[config.mk]
export PLATFORM = sky130hd
export DESIGN_NAME = if_stage
export DESIGN_NICKNAME = d
export VERILOG_FILES = /design/src/rtl/if_stage.sv
export SDC_FILE = /design/constraint.sdc
export NUM_CORES = 1
export LEC_CHECK = 0
export ABC_CLOCK_PERIOD_IN_PS = 2700
export BUFFER_PORTS_ARGS = -buffer_cell sky130_fd_sc_hd__buf_2
export CELL_PAD_IN_SITES_DETAIL_PLACEMENT = 1
export CELL_PAD_IN_SITES_GLOBAL_PLACEMENT = 2
export CORE_UTILIZATION = 29
export CTS_BUF_LIST = sky130_fd_sc_hd__clkbuf_2
export DETAILED_ROUTE_END_ITERATION = 8
export GPL_TIMING_DRIVEN = 0
export PLACE_DENSITY = 0.89
export SLEW_MARGIN = 10
export SYNTH_ARGS = -nofsm -noshare
export SYNTH_HDL_FRONTEND = slang
export SYNTH_SLANG_ARGS = --single-unit
export TNS_END_PERCENT = 50
[constraint.sdc]
create_clock -name clock -period 2.7 [get_ports clock]
set_clock_uncertainty 0.05 [all_clocks]
set_input_delay 0.54 -clock clock [delete_from_list [all_inputs] [get_ports clock]]
set_output_delay 0.54 -clock clock [all_outputs]
set_load 0.1 [all_outputs]
[src/rtl/if_stage.sv]
// Instruction fetch: PC register, IMEM address drive and IF/ID capture (1-cycle fetch latency).
// Stall holds PC and IF/ID; flush bubbles IF/ID; redirect overrides stall. Optional IF_STAGE_PERF_EN adds counters.
module if_stage #(
  parameter logic [31:0] RESET_PC    = 32'h0000_0000,
  parameter int          IMEM_ADDR_W = 10
) (
  input  logic                   clock,
  input  logic                   reset,
  input  logic                   stall_if,
  input  logic                   flush_if,
  input  logic                   redirect_valid,
  input  logic [31:0]            redirect_pc,
  output logic [IMEM_ADDR_W-1:0] imem_addr,
  input  logic [31:0]            imem_rdata,
  output logic [31:0]            pc,
  output logic                   if_id_valid,
  output logic [31:0]            if_id_instr,
  output logic [31:0]            if_id_pc,
  output logic [31:0]            if_id_pc_plus4,
`ifdef IF_STAGE_PERF_EN
  output logic [31:0]            perf_fetch_cnt,
  output logic [31:0]            perf_stall_cnt,
  output logic [31:0]            perf_flush_cnt,
`endif
  output logic                   misaligned_err
);

  logic [31:0] r_pc;
  logic        r_valid;
  logic [31:0] r_instr;
  logic [31:0] r_id_pc;
  logic [31:0] r_id_pc_plus4;
  logic        r_misaligned;
  logic [31:0] w_pc_plus4;
  logic        w_load_if_id;

  assign w_pc_plus4   = r_pc + 32'd4;
  assign w_load_if_id = !flush_if && !stall_if;

  // Redirect wins over stall so a taken branch is never lost behind a load-use hold.
  always_ff @(posedge clock) begin
    if (reset) begin
      r_pc         <= RESET_PC;
      r_misaligned <= 1'b0;
    end else if (redirect_valid) begin
      r_pc <= {redirect_pc[31:2], 2'b00};
      if (redirect_pc[1:0] != 2'b00) begin
        r_misaligned <= 1'b1;
      end
    end else if (!stall_if) begin
      r_pc <= w_pc_plus4;
    end
  end

  always_ff @(posedge clock) begin
    if (reset || flush_if) begin
      r_valid       <= 1'b0;
      r_instr       <= 32'h0000_0000;
      r_id_pc       <= 32'h0000_0000;
      r_id_pc_plus4 <= 32'h0000_0000;
    end else if (!stall_if) begin
      r_valid       <= 1'b1;
      r_instr       <= imem_rdata;
      r_id_pc       <= r_pc;
      r_id_pc_plus4 <= w_pc_plus4;
    end
  end

  assign imem_addr      = r_pc[IMEM_ADDR_W+1:2];
  assign pc             = r_pc;
  assign if_id_valid    = r_valid;
  assign if_id_instr    = r_instr;
  assign if_id_pc       = r_id_pc;
  assign if_id_pc_plus4 = r_id_pc_plus4;
  assign misaligned_err = r_misaligned;

`ifdef IF_STAGE_PERF_EN
  logic [31:0] r_fetch_cnt;
  logic [31:0] r_stall_cnt;
  logic [31:0] r_flush_cnt;

  // Counters saturate at all-ones rather than wrapping.
  always_ff @(posedge clock) begin
    if (reset) begin
      r_fetch_cnt <= 32'h0000_0000;
      r_stall_cnt <= 32'h0000_0000;
      r_flush_cnt <= 32'h0000_0000;
    end else begin
      if (w_load_if_id && (r_fetch_cnt != 32'hFFFF_FFFF)) begin
        r_fetch_cnt <= r_fetch_cnt + 32'd1;
      end
      if (stall_if && (r_stall_cnt != 32'hFFFF_FFFF)) begin
        r_stall_cnt <= r_stall_cnt + 32'd1;
      end
      if (flush_if && (r_flush_cnt != 32'hFFFF_FFFF)) begin
        r_flush_cnt <= r_flush_cnt + 32'd1;
      end
    end
  end

  assign perf_fetch_cnt = r_fetch_cnt;
  assign perf_stall_cnt = r_stall_cnt;
  assign perf_flush_cnt = r_flush_cnt;
`endif

endmodule

**After elaboration in Yosys (flattened, before gate mapping)**

Index checks and enable logic that the tools add are counted.
W data, S select, Z words.

- Input bits: 69
- Logic and storage cells: 15
- Flip-flop bits (word level): 130
- Output and inout bits: 140

- Multiplexer cells: 2
- Reduce and logical (&&, ||, !) cells: 4
- Equal/unequal tests: 1
- $add $sub $neg: 1

Operators with widths:

| kind | count |
|---|---|
| $mux W32 | 2 |
| $add A32 B3 Y32 const B | 1 |
| $ne A2 B1 Y1 const B | 1 |
| $reduce_and A2 Y1 | 1 |
| $reduce_bool A2 Y1 | 1 |
| $reduce_or A2 Y1 | 1 |
| $logic_or A1 B1 Y1 | 1 |

**Logic depth before layout (Yosys ltp)**

- Word-level depth: 3
- Mapped depth: 7
- Gate-level depth less buffers: 5

**Least setup slack after synthesis**

Ideal clock, no wire load.

- Path type: reg2reg
- Start: reg r_pc[6], in the netlist pc[6]
- End: reg r_pc[25], in the netlist pc[25]
- Arrival: 2.745 ns
- Path slack: -0.186 ns
- Path buffers: 2
- Setup time: 0.091 ns
- Cell stages (with the launch flop): 7
- Clock period less this slack: 2.886 ns
- Data required time: 2.559 ns
- Path through: dfxtp_1 buf_4 nand3_1 or4_4 buf_6 or4_1 a311oi_1

- Word-level cells in the longest chain between the ends: 3

RTL lines:

| item | RTL line | source |
|---|---|---|
| from (decl) | 28 | `logic [31:0] r_pc;` |
| from (signal assigned) | 46 | `r_pc <= {redirect_pc[31:2], 2'b00};` |
| from (signal assigned) | 51 | `r_pc <= w_pc_plus4;` |
| $add A32 B3 Y32 | 37 | `assign w_pc_plus4 = r_pc + 32'd4;` |
| $mux W32 | 50 | `end else if (!stall_if) begin` |
| $mux W32 | 45 | `end else if (redirect_valid) begin` |

Every way passes these cells. The select of a mux whose other input is x is not followed.
A chain may end at the register's enable or synchronous reset.

**Final worst setup path**

- Start: reg r_pc[2], in the netlist pc[2]
- End: reg r_pc[24], in the netlist pc[24]

Same word-level chain as after synthesis.

==> results.json <==
{
  "status": "finished, final reports clean",
  "pwr-share-seq": 0.467,
  "power_frac_clock": 0.239,
  "r2r_slack_ns": 0.01,
  "power.leakage_uw": 0.00341,
  "power.switching_uw": 1760,
  "fin_crit_sh": 0.995,
  "cp.arrival_ns": 3.25,
  "vdd_drop_max_v": 0.000210,
  "path_clk_slew_ns": 0.18,
  "start_util": 0.299,
  "gp_congestion": 0.835,
  "slew-limit-headroom": 0.419,
  "die_h_um": 141,
  "critPathMaxFanout": 8,
  "cts-root-buf": "clkbuf_2",
  "ff2ff_path_depth": 5,
  "diodes": 0,
  "num_io_pins": 209,
  "syn_to_final_growth_pct": 37.3,
  "power_frac_comb": 0.294,
  "antenna_found_initial": 0,
  "portBuffers": 202,
  "seqCellArea_mm2": 0.00250,
  "die_area_mm2": 0.0200,
  "cap_violations": 0,
  "critPathKind": "flip-flop to flip-flop",
  "clockBufferDepth": 2,
  "whs_path_depth": 3,
  "period_needed_ns": 2.69,
  "cts_setup_buffers": 0,
  "synth_area_mm2": 0.00563,
  "setup_viol": 0,
  "crit_path_end_kind": "flip-flop",
  "drtPass1Iterations": 5,
  "final_common_cell": "buf_2",
  "clkSinkCount": 124,
  "hold_class": "primary input to flip-flop",
  "place_hpwl_mm": 15.9,
  "num-fill-cells": 2328,
  "critPathLaunchType": "flip-flop",
  "fin_nets": 993,
  "wl_mm": 22.2,
  "r2r-start": "pc[2]",
  "drive_above_1_share": 0.303,
  "cts_made_buffers": 17,
  "postSynthCellCount": 643,
  "cts_max_level": 4,
  "final_cell_mix": "buf_2 (206), dfxtp_1 (109), nor2_1 (90), mux2i_1 (56), dlygate4sd3_1 (54)",
  "final-hold-violation-count": 0,
  "core-area_mm2": 0.0188,
  "synth_seq_cells": 124,
  "grt_overflow": 0,
  "fin_util": 0.410,
  "synth_ff_type": "dfxtp_1",
  "drcViolationCount": 0,
  "tritoncts": "built",
  "drt_iter0_drc": 253,
  "worst_pin_slew_ns": 0.872,
  "async_reset_ff_frac": 0,
  "setup_ws_ns": 0.0141,
  "grt_pass1_wl_mm": 33.9,
  "crit_required_ns": 3.27,
  "slew_viol_final": 0,
  "postRouteAntennaNets": 0,
  "worstSkewPairLatency_ns": 0.72,
  "multiInputGateArea_mm2": 0.00276,
  "worstReg2RegEnd": "pc[24]",
  "min_from": "redirect_pc[20]",
  "rsz0062_at_grt": "yes",
  "vias": 6004,
  "wl_per_cell_um": 18.6,
  "dpl_worst_slack_ns": -0.330,
  "grtUsageTotal": 0.225,
  "synth.distinct_cells": 49,
  "synth_edf_count": 0,
  "yosysSeqAreaShare": 0.441,
  "holdPathEnd": "pc[20]",
  "clock.fmax_mhz": 372,
  "total_power_uw": 4260,
  "ys_warn_count": 0,
  "viasPerCell": 5.03,
  "p_sw_frac": 0.412,
  "grt_max_degree": 17,
  "num_rows": 50,
  "grt_pass1_vias": 5958,
  "p_per_area_mw_per_mm2": 552,
  "intPower_uw": 2510,
  "syn_area_per_cell_um2": 8.75,
  "die_x_um": 141
}
==> cell families (layout without fill, tap and decap cells) <==
group,after synthesis,count (layout),share of synthesized area
buffers and inverters,83,368,0.0730
flip-flops,124,124,0.441
adder cells (fa/ha/maj),1,1,0.00222
multiplexers,56,56,0.0996
AND/OR/NAND/NOR,231,231,0.207
other,1,6,0.000667
XOR/XNOR,19,19,0.0296
AO/OA/AOI/OAI,128,128,0.147
==> power by group through the flow <==
| stage | Combinational, uW | Clock (uW) | Sequential, uW |
|---|---|---|---|
| after floorplan | 400 | 0 | 2540 |
| after global placement | 1180 | 0 | 2020 |
| after detailed placement | 1190 | 0 | 2030 |
| after CTS | 1250 | 1050 | 1990 |
| after global routing | 1310 | 1130 | 2000 |
| final | 1250 | 1020 | 1990 |
==> how the worst max path moves through the flow <==
stage | startpoint | endpoint | slack (ns)
CTS | pc[2] | pc[18] | 0.03
global route | pc[2] | pc[30] | -0.10
global placement | stall_if | if_id_pc[25] | -0.30
floorplan | pc[19] | if_id_pc_plus4[29] | 0.03
finish | pc[2] | pc[24] | 0.01
detailed placement | stall_if | if_id_instr[4] | -0.33
==> cell type report <==
cell class                 count  area share
buffer                        72      0.0478
clock buffer                  19      0.0123
clock inverter                10      0.0102
inverter                      11     0.00534
multi-input combinational    441       0.358
sequential                   124       0.324
tap                          260      0.0421
timing repair buffer         256       0.201
==> registers in the layout, summed over array words and instances (netlist names) <==
register and cells:
if_id_instr 32, pc 30, if_id_valid 1, if_id_pc 30, if_id_pc_plus4 30, misaligned_err 1
==> Yosys cell counts (2+ instances only) <==
cell / instances / area share
dfxtp_1: 124 / 0.44
nor2_1: 90 / 0.060
mux2i_1: 56 / 0.10
o21ai_0: 41 / 0.036
nand2_1: 37 / 0.025
clkbuf_1: 34 / 0.023
a21oi_1: 25 / 0.022
buf_4: 23 / 0.031
xnor2_1: 16 / 0.025
or4_1: 14 / 0.019
a211oi_1: 13 / 0.017
nand3_1: 13 / 0.012
nor3_1: 13 / 0.012
nor4_1: 12 / 0.013
or3_1: 12 / 0.013
a311oi_1: 11 / 0.017
a31oi_1: 10 / 0.011
buf_1: 10 / 0.0067
inv_1: 10 / 0.0067
nand4_1: 10 / 0.011
o31ai_1: 8 / 0.011
a2111oi_0: 6 / 0.0093
and4_1: 6 / 0.0093
and3_1: 5 / 0.0056
or2_2: 5 / 0.0056
buf_2: 4 / 0.0036
nor2b_1: 4 / 0.0044
o211a_1: 3 / 0.0053
xor2_1: 3 / 0.0047
a221oi_1: 2 / 0.0031
a311o_1: 2 / 0.0036
nand2b_1: 2 / 0.0022
nand4b_1: 2 / 0.0031
o21a_1: 2 / 0.0027
==> layer usage <==
metal / vias up / global-route usage / routed length (um)
met5: - / 0 / 0
met4: 0 / 0.0652 / 398
met3: 32 / 0.0486 / 1370
met2: 231 / 0.387 / 10700
met1: 2902 / 0.283 / 9740
li1: 2839 / - / -
==> worst max-delay path, cell delays in order (launching register included) <==
cell and delay [ns]:
dfxtp_2 0.50, ha_1 0.34, nand4_1 0.27, nor4_2 0.80, a2111oi_0 0.26, a311o_1 0.36
==> stage by stage <==
stage | TNS, ns | cells | hold slack [ns] | cell area (um2)
2_1_floorplan | 0 | 648 | 0.627 | 5660
3_3_place_gp | -12.65 | 1110 | 0.384 | 7000
3_5_place_dp | -13.70 | 1110 | 0.399 | 7000
4_1_cts | 0 | 1191 | 0.000699 | 7690
5_1_grt | -0.319 | 1193 | 0.0287 | 7720
6_report | 0 | 1193 | 0.0561 | 7720
==> what timing repair did <==
action,in CTS,in global routing
hold buffers,52,2
endpoints found under the hold margin,52,2
resized for setup,0,2
setup endpoints to repair,0,7
(Power assumes the default switching activity.)
